<file path="config.mk">
export PLATFORM = sky130hd
export DESIGN_NAME = priority_bit_scanner
export DESIGN_NICKNAME = d
export VERILOG_FILES = /design/src/rtl/priority_bit_scanner_pkg.sv /design/src/rtl/priority_bit_scanner_pick.sv /design/src/rtl/priority_bit_scanner.sv
export SDC_FILE = /design/constraint.sdc
export NUM_CORES = 1
export LEC_CHECK = 0
export BUFFER_PORTS_ARGS = -buffer_cell sky130_fd_sc_hd__clkbuf_2
export CAP_MARGIN = 20
export CORE_UTILIZATION = 25
export DETAILED_ROUTE_END_ITERATION = 10
export SYNTH_ARGS = -nofsm -noshare
export SYNTH_HDL_FRONTEND = slang
export SYNTH_SLANG_ARGS = --single-unit
</file>
<file path="constraint.sdc">
create_clock -name clk_i -period 3.5 [get_ports clk_i]
set_clock_uncertainty 0.1 [all_clocks]
set_input_delay 0.35 -clock clk_i [delete_from_list [all_inputs] [get_ports clk_i]]
set_output_delay 0.35 -clock clk_i [all_outputs]
set_load 0.01 [all_outputs]
</file>
<file path="src/rtl/priority_bit_scanner_pkg.sv">
// Shared types and bit-manipulation helpers for the priority bit scanner.
// The helpers work on a 64-bit container, which is the widest legal word.
// Callers zero-extend narrower vectors and truncate the result back.
package priority_pkg;

  typedef enum logic {
    IDLE = 1'b0,
    SCAN = 1'b1
  } scan_state_t;

  localparam int unsigned MAX_WIDTH = 64;
  localparam int unsigned MAX_IDX_W = 6;

  // Two's-complement trick: x & -x leaves only the lowest set bit.
  function automatic logic [MAX_WIDTH-1:0] isolate_lsb(input logic [MAX_WIDTH-1:0] x);
    return x & (~x + 64'd1);
  endfunction

  // Highest set bit; an ascending scan lets the last hit win.
  function automatic logic [MAX_WIDTH-1:0] isolate_msb(input logic [MAX_WIDTH-1:0] x);
    logic [MAX_WIDTH-1:0] r;
    r = '0;
    for (int i = 0; i < MAX_WIDTH; i++) begin
      if (x[i]) r = 64'd1 << i;
    end
    return r;
  endfunction

  // OR-reduction encoder; exact for a one-hot input, 0 for an all-zero input.
  function automatic logic [MAX_IDX_W-1:0] onehot_to_idx(input logic [MAX_WIDTH-1:0] oh);
    logic [MAX_IDX_W-1:0] r;
    r = '0;
    for (int i = 0; i < MAX_WIDTH; i++) begin
      if (oh[i]) r = r | 6'(i);
    end
    return r;
  endfunction

  // True when at most one bit is set (clearing the lowest set bit leaves zero).
  function automatic logic at_most_one(input logic [MAX_WIDTH-1:0] x);
    return (x & (x - 64'd1)) == 64'd0;
  endfunction

endpackage

</file>
<file path="src/rtl/priority_bit_scanner_pick.sv">
// Combinational picker: selects the next bit of the residual word in the
// requested direction, encodes its index and flags the final bit.
module priority_pick #(
  parameter  int WIDTH = 16,
  localparam int IDX_W = $clog2(WIDTH)
) (
  input  logic [WIDTH-1:0] vec,
  input  logic             dir,
  output logic [WIDTH-1:0] onehot,
  output logic [IDX_W-1:0] idx,
  output logic             single
);
  import priority_pkg::*;

  // dir=0 picks the lowest set bit, dir=1 the highest; single flags popcount<=1.
  always_comb begin
    onehot = dir ? WIDTH'(isolate_msb(64'(vec))) : WIDTH'(isolate_lsb(64'(vec)));
    idx    = IDX_W'(onehot_to_idx(64'(onehot)));
    single = at_most_one(64'(vec));
  end

endmodule

</file>
<file path="src/rtl/priority_bit_scanner.sv">
// Streaming priority bit scanner: accepts a word per handshake and emits each
// set bit as its own beat, LSB-first or MSB-first as chosen with the word.
//
//  state | meaning
//  IDLE  | no word held; data_ready_o=1, waiting for data_val_i
//  SCAN  | residual holds the bits still to emit; val_o=1 every cycle
//
// Every output except data_ready_o is decoded from registered state only, so
// data_i never reaches the outputs combinationally. data_ready_o also rises on
// the last-beat transfer so the following word loads without a bubble cycle.
module priority_bit_scanner #(
  parameter  int WIDTH = 16,
  localparam int IDX_W = $clog2(WIDTH)
) (
  input  logic             clk_i,
  input  logic             arst_i,
  input  logic [WIDTH-1:0] data_i,
  input  logic             dir_i,
  input  logic             data_val_i,
  output logic             data_ready_o,
  output logic [WIDTH-1:0] onehot_o,
  output logic [IDX_W-1:0] idx_o,
  output logic             zero_o,
  output logic             last_o,
  output logic             val_o,
  input  logic             ready_i
);
  import priority_pkg::*;

  scan_state_t      state_q, state_d;
  logic [WIDTH-1:0] residual_q, residual_d;
  logic             dir_q, dir_d;
  logic             zero_q, zero_d;

  logic [WIDTH-1:0] pick_onehot;
  logic [IDX_W-1:0] pick_idx;
  logic             pick_single;

  priority_pick #(
    .WIDTH (WIDTH)
  ) u_pick (
    .vec    (residual_q),
    .dir    (dir_q),
    .onehot (pick_onehot),
    .idx    (pick_idx),
    .single (pick_single)
  );

  // State and word registers; reset clears everything so val_o drops at once.
  always_ff @(posedge clk_i or posedge arst_i) begin
    if (arst_i) begin
      state_q    <= IDLE;
      residual_q <= '0;
      dir_q      <= 1'b0;
      zero_q     <= 1'b0;
    end else begin
      state_q    <= state_d;
      residual_q <= residual_d;
      dir_q      <= dir_d;
      zero_q     <= zero_d;
    end
  end

  // Next-state, residual update and output decode.
  always_comb begin
    state_d      = state_q;
    residual_d   = residual_q;
    dir_d        = dir_q;
    zero_d       = zero_q;
    val_o        = 1'b0;
    onehot_o     = '0;
    idx_o        = '0;
    zero_o       = 1'b0;
    last_o       = 1'b0;
    data_ready_o = 1'b0;

    unique case (state_q)
      IDLE: begin
        data_ready_o = 1'b1;
      end
      SCAN: begin
        val_o    = 1'b1;
        onehot_o = pick_onehot;
        idx_o    = pick_idx;
        zero_o   = zero_q;
        last_o   = pick_single;
        if (ready_i) begin
          if (pick_single) begin
            // Final beat leaves; a word accepted below overrides the IDLE return.
            data_ready_o = 1'b1;
            state_d      = IDLE;
          end else begin
            residual_d = residual_q & ~pick_onehot;
          end
        end
      end
      default: begin
        state_d = IDLE;
      end
    endcase

    // A new word is only sampled here, so later changes on data_i/dir_i are ignored.
    if (data_val_i && data_ready_o) begin
      state_d    = SCAN;
      residual_d = data_i;
      dir_d      = dir_i;
      zero_d     = (data_i == '0);
    end
  end

endmodule

</file>
==> results of run 1 <==
==> metrics by stage <==
stage               utilization [%]  setup TNS, ns  hold WS [ns]  instances
floorplan                         -              0         0.201        226
global placement               31.1              0         0.373        360
detailed placement             31.1              0         0.376        360
CTS                            31.7              0         0.102        364
global route                   31.9       -0.00786         0.167        364
finish                         31.9              0        0.0769        364
==> cells by family after synthesis <==
| logic type | after synthesis |
|---|---|
| AOI/OAI and AO/OA | 67 |
| DFF | 19 |
| and+or+nand+nor | 88 |
| muxes | 19 |
| buffers and inverters | 32 |
| adders and majority gates | 1 |
==> power breakdown <==
group / internal, W / switching, W
Clock: 0.0000789 / 0.0000706
Combinational: 0.000725 / 0.000890
Sequential: 0.000300 / 0.000143
Total: 0.00110 / 0.00110
==> routing by layer <==
layer | GRT usage, % | vias up | part of all wire [%] | wire (um)
li1 | - | 955 | - | -
met1 | 22.4 | 917 | 48 | 2870
met2 | 21.9 | 106 | 42 | 2500
met3 | 1.61 | 12 | 8.3 | 491
met4 | 4.23 | 0 | 1.6 | 93
met5 | 0 | - | 0 | 0
==> cells in the mapped netlist (2+ instances only) <==
master,n
sky130_fd_sc_hd__a21boi_0,11
sky130_fd_sc_hd__a21o_1,2
sky130_fd_sc_hd__a31o_2,2
sky130_fd_sc_hd__a31oi_1,3
sky130_fd_sc_hd__a41o_1,13
sky130_fd_sc_hd__a41oi_1,2
sky130_fd_sc_hd__and2_1,6
sky130_fd_sc_hd__and3_1,6
sky130_fd_sc_hd__buf_2,2
sky130_fd_sc_hd__buf_6,3
sky130_fd_sc_hd__clkbuf_1,21
sky130_fd_sc_hd__dfrtp_1,19
sky130_fd_sc_hd__inv_1,5
sky130_fd_sc_hd__mux2_2,8
sky130_fd_sc_hd__mux2_4,8
sky130_fd_sc_hd__mux2i_1,3
sky130_fd_sc_hd__nand2_1,16
sky130_fd_sc_hd__nand3_1,8
sky130_fd_sc_hd__nand3b_1,2
sky130_fd_sc_hd__nand4_1,3
sky130_fd_sc_hd__nor2_1,18
sky130_fd_sc_hd__nor3_1,5
sky130_fd_sc_hd__nor4_1,6
sky130_fd_sc_hd__o211ai_1,2
sky130_fd_sc_hd__o21a_1,7
sky130_fd_sc_hd__o21ai_0,4
sky130_fd_sc_hd__o22ai_1,2
sky130_fd_sc_hd__o31ai_1,6
sky130_fd_sc_hd__o41ai_1,5
sky130_fd_sc_hd__or2_2,3
sky130_fd_sc_hd__or3_1,2
sky130_fd_sc_hd__or4_1,8
==> sequential cells by signal (all words and copies together), names as in the netlist <==
register / flops
residual_q: 16
dir_q: 1
state_q: 1
zero_q: 1
==> worst register-to-register path: stages (launching register included) <==
cell	delay, ns
sky130_fd_sc_hd__dfrtp_1	0.48
sky130_fd_sc_hd__or4_1	0.59
sky130_fd_sc_hd__buf_4	0.18
sky130_fd_sc_hd__or3_1	0.46
sky130_fd_sc_hd__a2111oi_4	0.37
sky130_fd_sc_hd__buf_4	0.24
sky130_fd_sc_hd__a32oi_4	0.32
sky130_fd_sc_hd__mux2_4	0.41
==> worst max-delay path by stage <==
stage          cells past startpoint             end  slack, ns
3_3_place_gp                       7   residual_q[9]       0.33
4_1_cts                            8        idx_o[3]       0.09
2_1_floorplan                      9          last_o       0.06
3_5_place_dp                       7  residual_q[12]       0.29
6_report                           8          last_o       0.12
5_1_grt                            8          last_o     -0.008
==> cells in the final DEF (no fill, tap or decap), types with 5 or more instances in the layout <==
master / netlist / final
sky130_fd_sc_hd__a21boi_0: 11 / 10
sky130_fd_sc_hd__a41o_1: 13 / 13
sky130_fd_sc_hd__and2_1: 6 / 6
sky130_fd_sc_hd__and3_1: 6 / 6
sky130_fd_sc_hd__buf_4: 0 / 17
sky130_fd_sc_hd__clkbuf_2: 0 / 44
sky130_fd_sc_hd__dfrtp_1: 19 / 19
sky130_fd_sc_hd__inv_1: 5 / 5
sky130_fd_sc_hd__mux2_2: 8 / 8
sky130_fd_sc_hd__mux2_4: 8 / 8
sky130_fd_sc_hd__nand2_1: 16 / 16
sky130_fd_sc_hd__nand3_1: 8 / 8
sky130_fd_sc_hd__nor2_1: 18 / 18
sky130_fd_sc_hd__nor3_1: 5 / 5
sky130_fd_sc_hd__nor4_1: 6 / 6
sky130_fd_sc_hd__o21a_1: 7 / 7
sky130_fd_sc_hd__o41ai_1: 5 / 5
sky130_fd_sc_hd__or4_1: 8 / 8
==> area by class of cell <==
| cell class | count | area [um2] |
|---|---|---|
| multi-input cells | 175 | 1320 |
| inverters | 6 | 22.5 |
| clock inverters | 1 | 5.00 |
| well taps | 99 | 124 |
| fillers | 790 | 4990 |
| repair buffers | 61 | 348 |
| flip-flops and latches | 19 | 475 |
| clock buffers | 3 | 41.3 |
==> what timing repair did <==
item,CTS,global route
endpoints found under the setup margin,0,4
endpoints found under the hold margin,0,0
resized for setup,0,3
==> results.yml, run 1 <==
status:
  run_status: "complete, no violations"
synth:
  post_synth_top_area_cell: "sky130_fd_sc_hd__dfrtp_1"
  synth.mux.area_fraction_pct: 12.5
  synth_cells: 226
  most_area_consuming_cells_after_synthesis: "sky130_fd_sc_hd__dfrtp_1, sky130_fd_sc_hd__a41o_1, sky130_fd_sc_hd__mux2_4"
  synth.lib_cells_used.distinct: 47
  synth_xor_xnor_area_share_pct: 0
  postSynth.asyncResetShare_pct: 100
  synth_nets: 247
  synth.yosys.warnings: 0
  seq_area_frac_synth_pct: 24.7
  synth-simple-area-share_pct: 24.4
  dominant_combinational_cell_family_by_area_after_synthesis: "compound AO/OA/AOI/OAI gates"
  synth_compound_area_share_pct: 30.3
  synth-edff-count: 0
  synthDominantCellAreaShare_pct: 24.7
  ys_flop_type: "sky130_fd_sc_hd__dfrtp_1"
  yosys_register_bits: 19
  synthAdderAreaFrac_pct: 0.520
  post_synth_instance_area_um2: 1920
  post_synth.cell_area_avg_um2: 8.51
cells_and_area:
  design.final.nets: 287
  finish.instance_area_um2: 2340
  antenna-diode-count: 0
  share_of_layout_cells_above_drive_strength_1_pct: 34.3
  syn_to_final_growth_pct: 21.5
timing:
  fin_crit_sh_pct: 96.4
  slew_headroom_pct: 45.4
  min_cycle_time_layout_ns: 3.38
  timing_worst_slew_pin_value_ns: 0.819
  hold_viol: 0
  setup-violations-final: 0
  timing.final.max_slew_violations: 0
  worst_slack_ns: 0.125
  rsz0062_at_grt: "true"
  maxClockFrequency_ghz: 0.296
setup_path:
  r2r_start: "residual_q[6]"
  critPathBufInv: 3
  critical_path.cell_chain: "or4_1 -> buf_4 -> or3_1 -> a2111oi_4 -> buf_4 -> nand3_1 -> nor2_1 -> clkbuf_2"
  max_stage_delay_ns: 0.59
  cp.required_ns: 3.05
  startpoint_type: "flop"
  worst_ep_arrival_ns: 2.93
  criticalPathCategory: "flop to output port"
  r2r_setup_slack_ns: 0.24
  worst-r2r-cell-count: 7
  cp_max_fo: 10
  worst_path_dominant_cell_family: "simple AND/OR/NAND/NOR gates"
  worstSetupEndpointType: "output port"
  critical-path-top-cell-by-count: "sky130_fd_sc_hd__buf_4"
  crit_start: "residual_q[6]"
  regToRegEndpoint: "residual_q[12]"
  critPathSlowestCell: "sky130_fd_sc_hd__or4_1"
clock_tree:
  cts_hold_buf: 0
  clock_sink_count: 19
  clock_tree.buffer_depth: 2
  postCtsSetupBuffers: 0
  cts_buffers: 3
  clkLatencyLatePin_ns: 0.25
  cts_max_level: 1
  clock_tree_from_tritoncts: "yes"
  clk_root_buffer_cell: "sky130_fd_sc_hd__clkbuf_8"
  clk_pin_slew_worst_paths_ns: 0.07
floorplanning:
  total_die_area_um2: 8050
  die_w_um: 89.7
  rows: 31
  die_boundary_height_um: 89.7
  ios: 45
  floorplan.core_area_um2: 7330
  initial_utilization_pct: 26.3
place:
  placement.io_buffers: 44
  dpl.hpwl_um: 4740
  gp_congestion: 0.882
  post-place-ws_ns: 0.286
  postPlaceCellArea_um2: 2280
power_and_ir_drop:
  vdd_ir_drop_max_mv: 0.340
  pwr_density_cell_nw_per_um2: 943
  report.power.total_w: 0.00221
  power_leakage_nw: 1.16
routing:
  detailedRoute.firstIterationViolations: 234
  firstDrtPassIters: 4
  num_vias: 1990
  detail_route.drc_violations: 0
  wirelength_per_cell_um: 16.3
  ant_nets: 0
  avgViaCountPerCell: 5.47
  drt_wl_total_um: 5950
worst_hold_path:
  hold_class: "input port to asynchronous set/reset pin"
global_route:
  grt_first_pass_wirelength_um: 9860
  maximum_number_of_pins_on_one_net_before_global_route_repair: 20
  global_route.usage.total_pct: 14.8
  antenna_violations_before_repair: 0
  vias_in_the_first_global_route: 1877
  grt_remaining_overflow: 0
run:
  maxcap_viol_count: 0
Power figures use the tool's default switching activity.
==> run 2, diff against run 1 <==
--- a/config.mk
+++ b/config.mk
@@ -7,8 +7,9 @@
 export LEC_CHECK = 0
 export BUFFER_PORTS_ARGS = -buffer_cell sky130_fd_sc_hd__clkbuf_2
 export CAP_MARGIN = 20
-export CORE_UTILIZATION = 25
+export CORE_UTILIZATION = 49
 export DETAILED_ROUTE_END_ITERATION = 10
+export PLACE_DENSITY = 0.77
 export SYNTH_ARGS = -nofsm -noshare
 export SYNTH_HDL_FRONTEND = slang
 export SYNTH_SLANG_ARGS = --single-unit
==> run 2 against run 1 <==
- total power increased by 1.1%
- fmax decreased by 0.52%
- setup slack got worse by 0.018 ns
- global-route usage increased by 12 points
- die area decreased by 48%
- critical endpoint is now data_ready_o
- largest cell class unchanged
==> results.yml, run 2 (synthesized netlist as in run 1, its figures left out) <==
clock_tree:
  clk_root_buffer_cell: "sky130_fd_sc_hd__clkbuf_8"
  clock_tree_from_tritoncts: "yes"
  clk_pin_slew_worst_paths_ns: 0.07
  cts_hold_buf: 0
  clock_tree.buffer_depth: 2
  cts_max_level: 1
  clock_sink_count: 19
  cts_buffers: 3
  clkLatencyLatePin_ns: 0.25
setup_path:
  worstSetupEndpointType: "output port"
  startpoint_type: "flop"
  critical-path-top-cell-by-count: "sky130_fd_sc_hd__nand2_1"
  criticalPathCategory: "flop to output port"
  worst_ep_arrival_ns: 2.94
  max_stage_delay_ns: 0.63
  critPathSlowestCell: "sky130_fd_sc_hd__or4_1"
  cp.required_ns: 3.05
  critical_path.cell_chain: "or4_1 -> o41ai_2 -> nand2_1 -> a2111oi_4 -> buf_4 -> nand4_1 -> nand2_1 -> clkbuf_2"
  cp_max_fo: 9
power_and_ir_drop:
  power_frac_seq_pct: 21.2
  p_comb_share_pct: 72.2
  report.power.total_w: 0.00223
  vdd_ir_drop_max_mv: 0.563
  pwr_density_cell_nw_per_um2: 966
  power_report.internal_total_w: 0.00114
  power_leakage_nw: 1.17
  share_clk_of_total_power_pct: 6.6
  p_sw_w: 0.00109
  switching_share_pct: 48.9
cells_and_area:
  largest_reg_flops: 16
  largest-register: "residual_q"
  antenna-diode-count: 0
  final_common_cell: "sky130_fd_sc_hd__clkbuf_2"
  final_cells: 316
  design.final.nets: 290
  syn_to_final_growth_pct: 19.9
  final_cell_mix: "sky130_fd_sc_hd__clkbuf_2, sky130_fd_sc_hd__buf_4, sky130_fd_sc_hd__nor2_1"
  fill_cells: 333
  share_of_layout_cells_above_drive_strength_1_pct: 36.2
global_route:
  vias_in_the_first_global_route: 1752
  global_route.usage.total_pct: 27.2
  grt_remaining_overflow: 0
  grt_first_pass_wirelength_um: 8860
  maximum_number_of_pins_on_one_net_before_global_route_repair: 20
  antenna_violations_before_repair: 0
place:
  placement.io_buffers: 44
  dp_cells: 307
  gp_congestion: 1.03
  dpl.hpwl_um: 4150
routing:
  detailedRoute.firstIterationViolations: 180
  drt_wl_total_um: 5470
  num_vias: 2020
  wirelength_per_cell_um: 17.3
  detail_route.drc_violations: 0
  ant_nets: 0
  firstDrtPassIters: 4
  avgViaCountPerCell: 6.39
status:
  run_status: "complete, no violations"
timing:
  min_cycle_time_layout_ns: 3.39
  timing.final.max_slew_violations: 0
  setup-violations-final: 0
  rsz0062_at_grt: "false"
  fin_crit_sh_pct: 97.0
  timing_worst_slew_pin_value_ns: 0.804
  maxClockFrequency_ghz: 0.295
  finalSetupTns_ns: 0
  hold_viol: 0
  slew_headroom_pct: 46.4
floorplanning:
  rows: 22
  floorplan.core_area_um2: 3720
  total_die_area_um2: 4180
  die_w_um: 64.7
  die_boundary_height_um: 64.7
  initial_utilization_pct: 51.8
  ios: 45
run:
  maxcap_viol_count: 0
worst_hold_path:
  hold_class: "input port to asynchronous set/reset pin"
==> run 2: changes by cell type in the layout (fill, tap and decap cells not counted), sizes merged <==
cell    before  now
clkbuf      47   48
buf         17   20
clkinv       2    1
==> run 2: repair_timing <==
item                                    4_1_cts  5_1_grt
endpoints found under the setup margin        0        3
gates resized for setup                       0        6
setup buffers                                 0        5
==> run 2: through the flow <==
stage	hold WS (ns)	area, um2	setup WS, ns	utilization (%)
after floorplan	0.201	1920	0.0643	-
after global placement	0.366	2200	0.360	59.2
after detailed placement	0.374	2200	0.324	59.2
after CTS	0.105	2240	0.0381	60.4
after global routing	0.124	2310	0.00438	62.1
final	0.0732	2310	0.107	62.1
==> run 2: per-layer routing <==
metal	track usage [%]	up-vias	wire length, um
li1	-	957	-
met1	39.8	934	2510
met2	40.7	114	2430
met3	2.46	15	410
met4	11.1	0	119
met5	0	-	0
==> run 2: power by group through the flow <==
stage	logic (W)	clock network [W]	registers, W
2_1_floorplan	0.00120	0	0.000338
3_3_place_gp	0.00149	0	0.000460
3_5_place_dp	0.00150	0	0.000463
4_1_cts	0.00151	0.000150	0.000458
5_1_grt	0.00174	0.000162	0.000486
6_report	0.00161	0.000147	0.000473
==> run 2: worst paths after layout <==
path,to,depth (start not counted),startpoint,slack (ns)
setup / recovery,data_ready_o,8,residual_q[3],0.11
setup reg to reg,residual_q[6],6,residual_q[3],0.36
hold / removal,zero_q,2,arst_i,0.07
hold reg to reg,zero_q,2,zero_q,0.43
max in group asynchronous,residual_q[3],2,arst_i,2.76
min in group clk_i,residual_q[15],3,data_i[15],0.23
==> run 2: layout make-up <==
| type | count | area [um2] | share of cell area (%) |
|---|---|---|---|
| Timing Repair Buffer | 64 | 374 | 16.2 |
| Multi-Input combinational cell | 175 | 1330 | 57.5 |
| Clock buffer | 4 | 45.0 | 1.95 |
| Inverter | 6 | 22.5 | 0.976 |
| Sequential cell | 19 | 478 | 20.7 |
| Tap cell | 48 | 60.1 | 2.60 |
==> run 2: critical path: cells and delay by family, from the launching register on <==
family / cells / cell delay (ns)
AND/OR/NAND/NOR: 4 / 1.03
flip-flops: 1 / 0.46
AO/OA/AOI/OAI: 2 / 0.86
buffers and inverters: 2 / 0.34
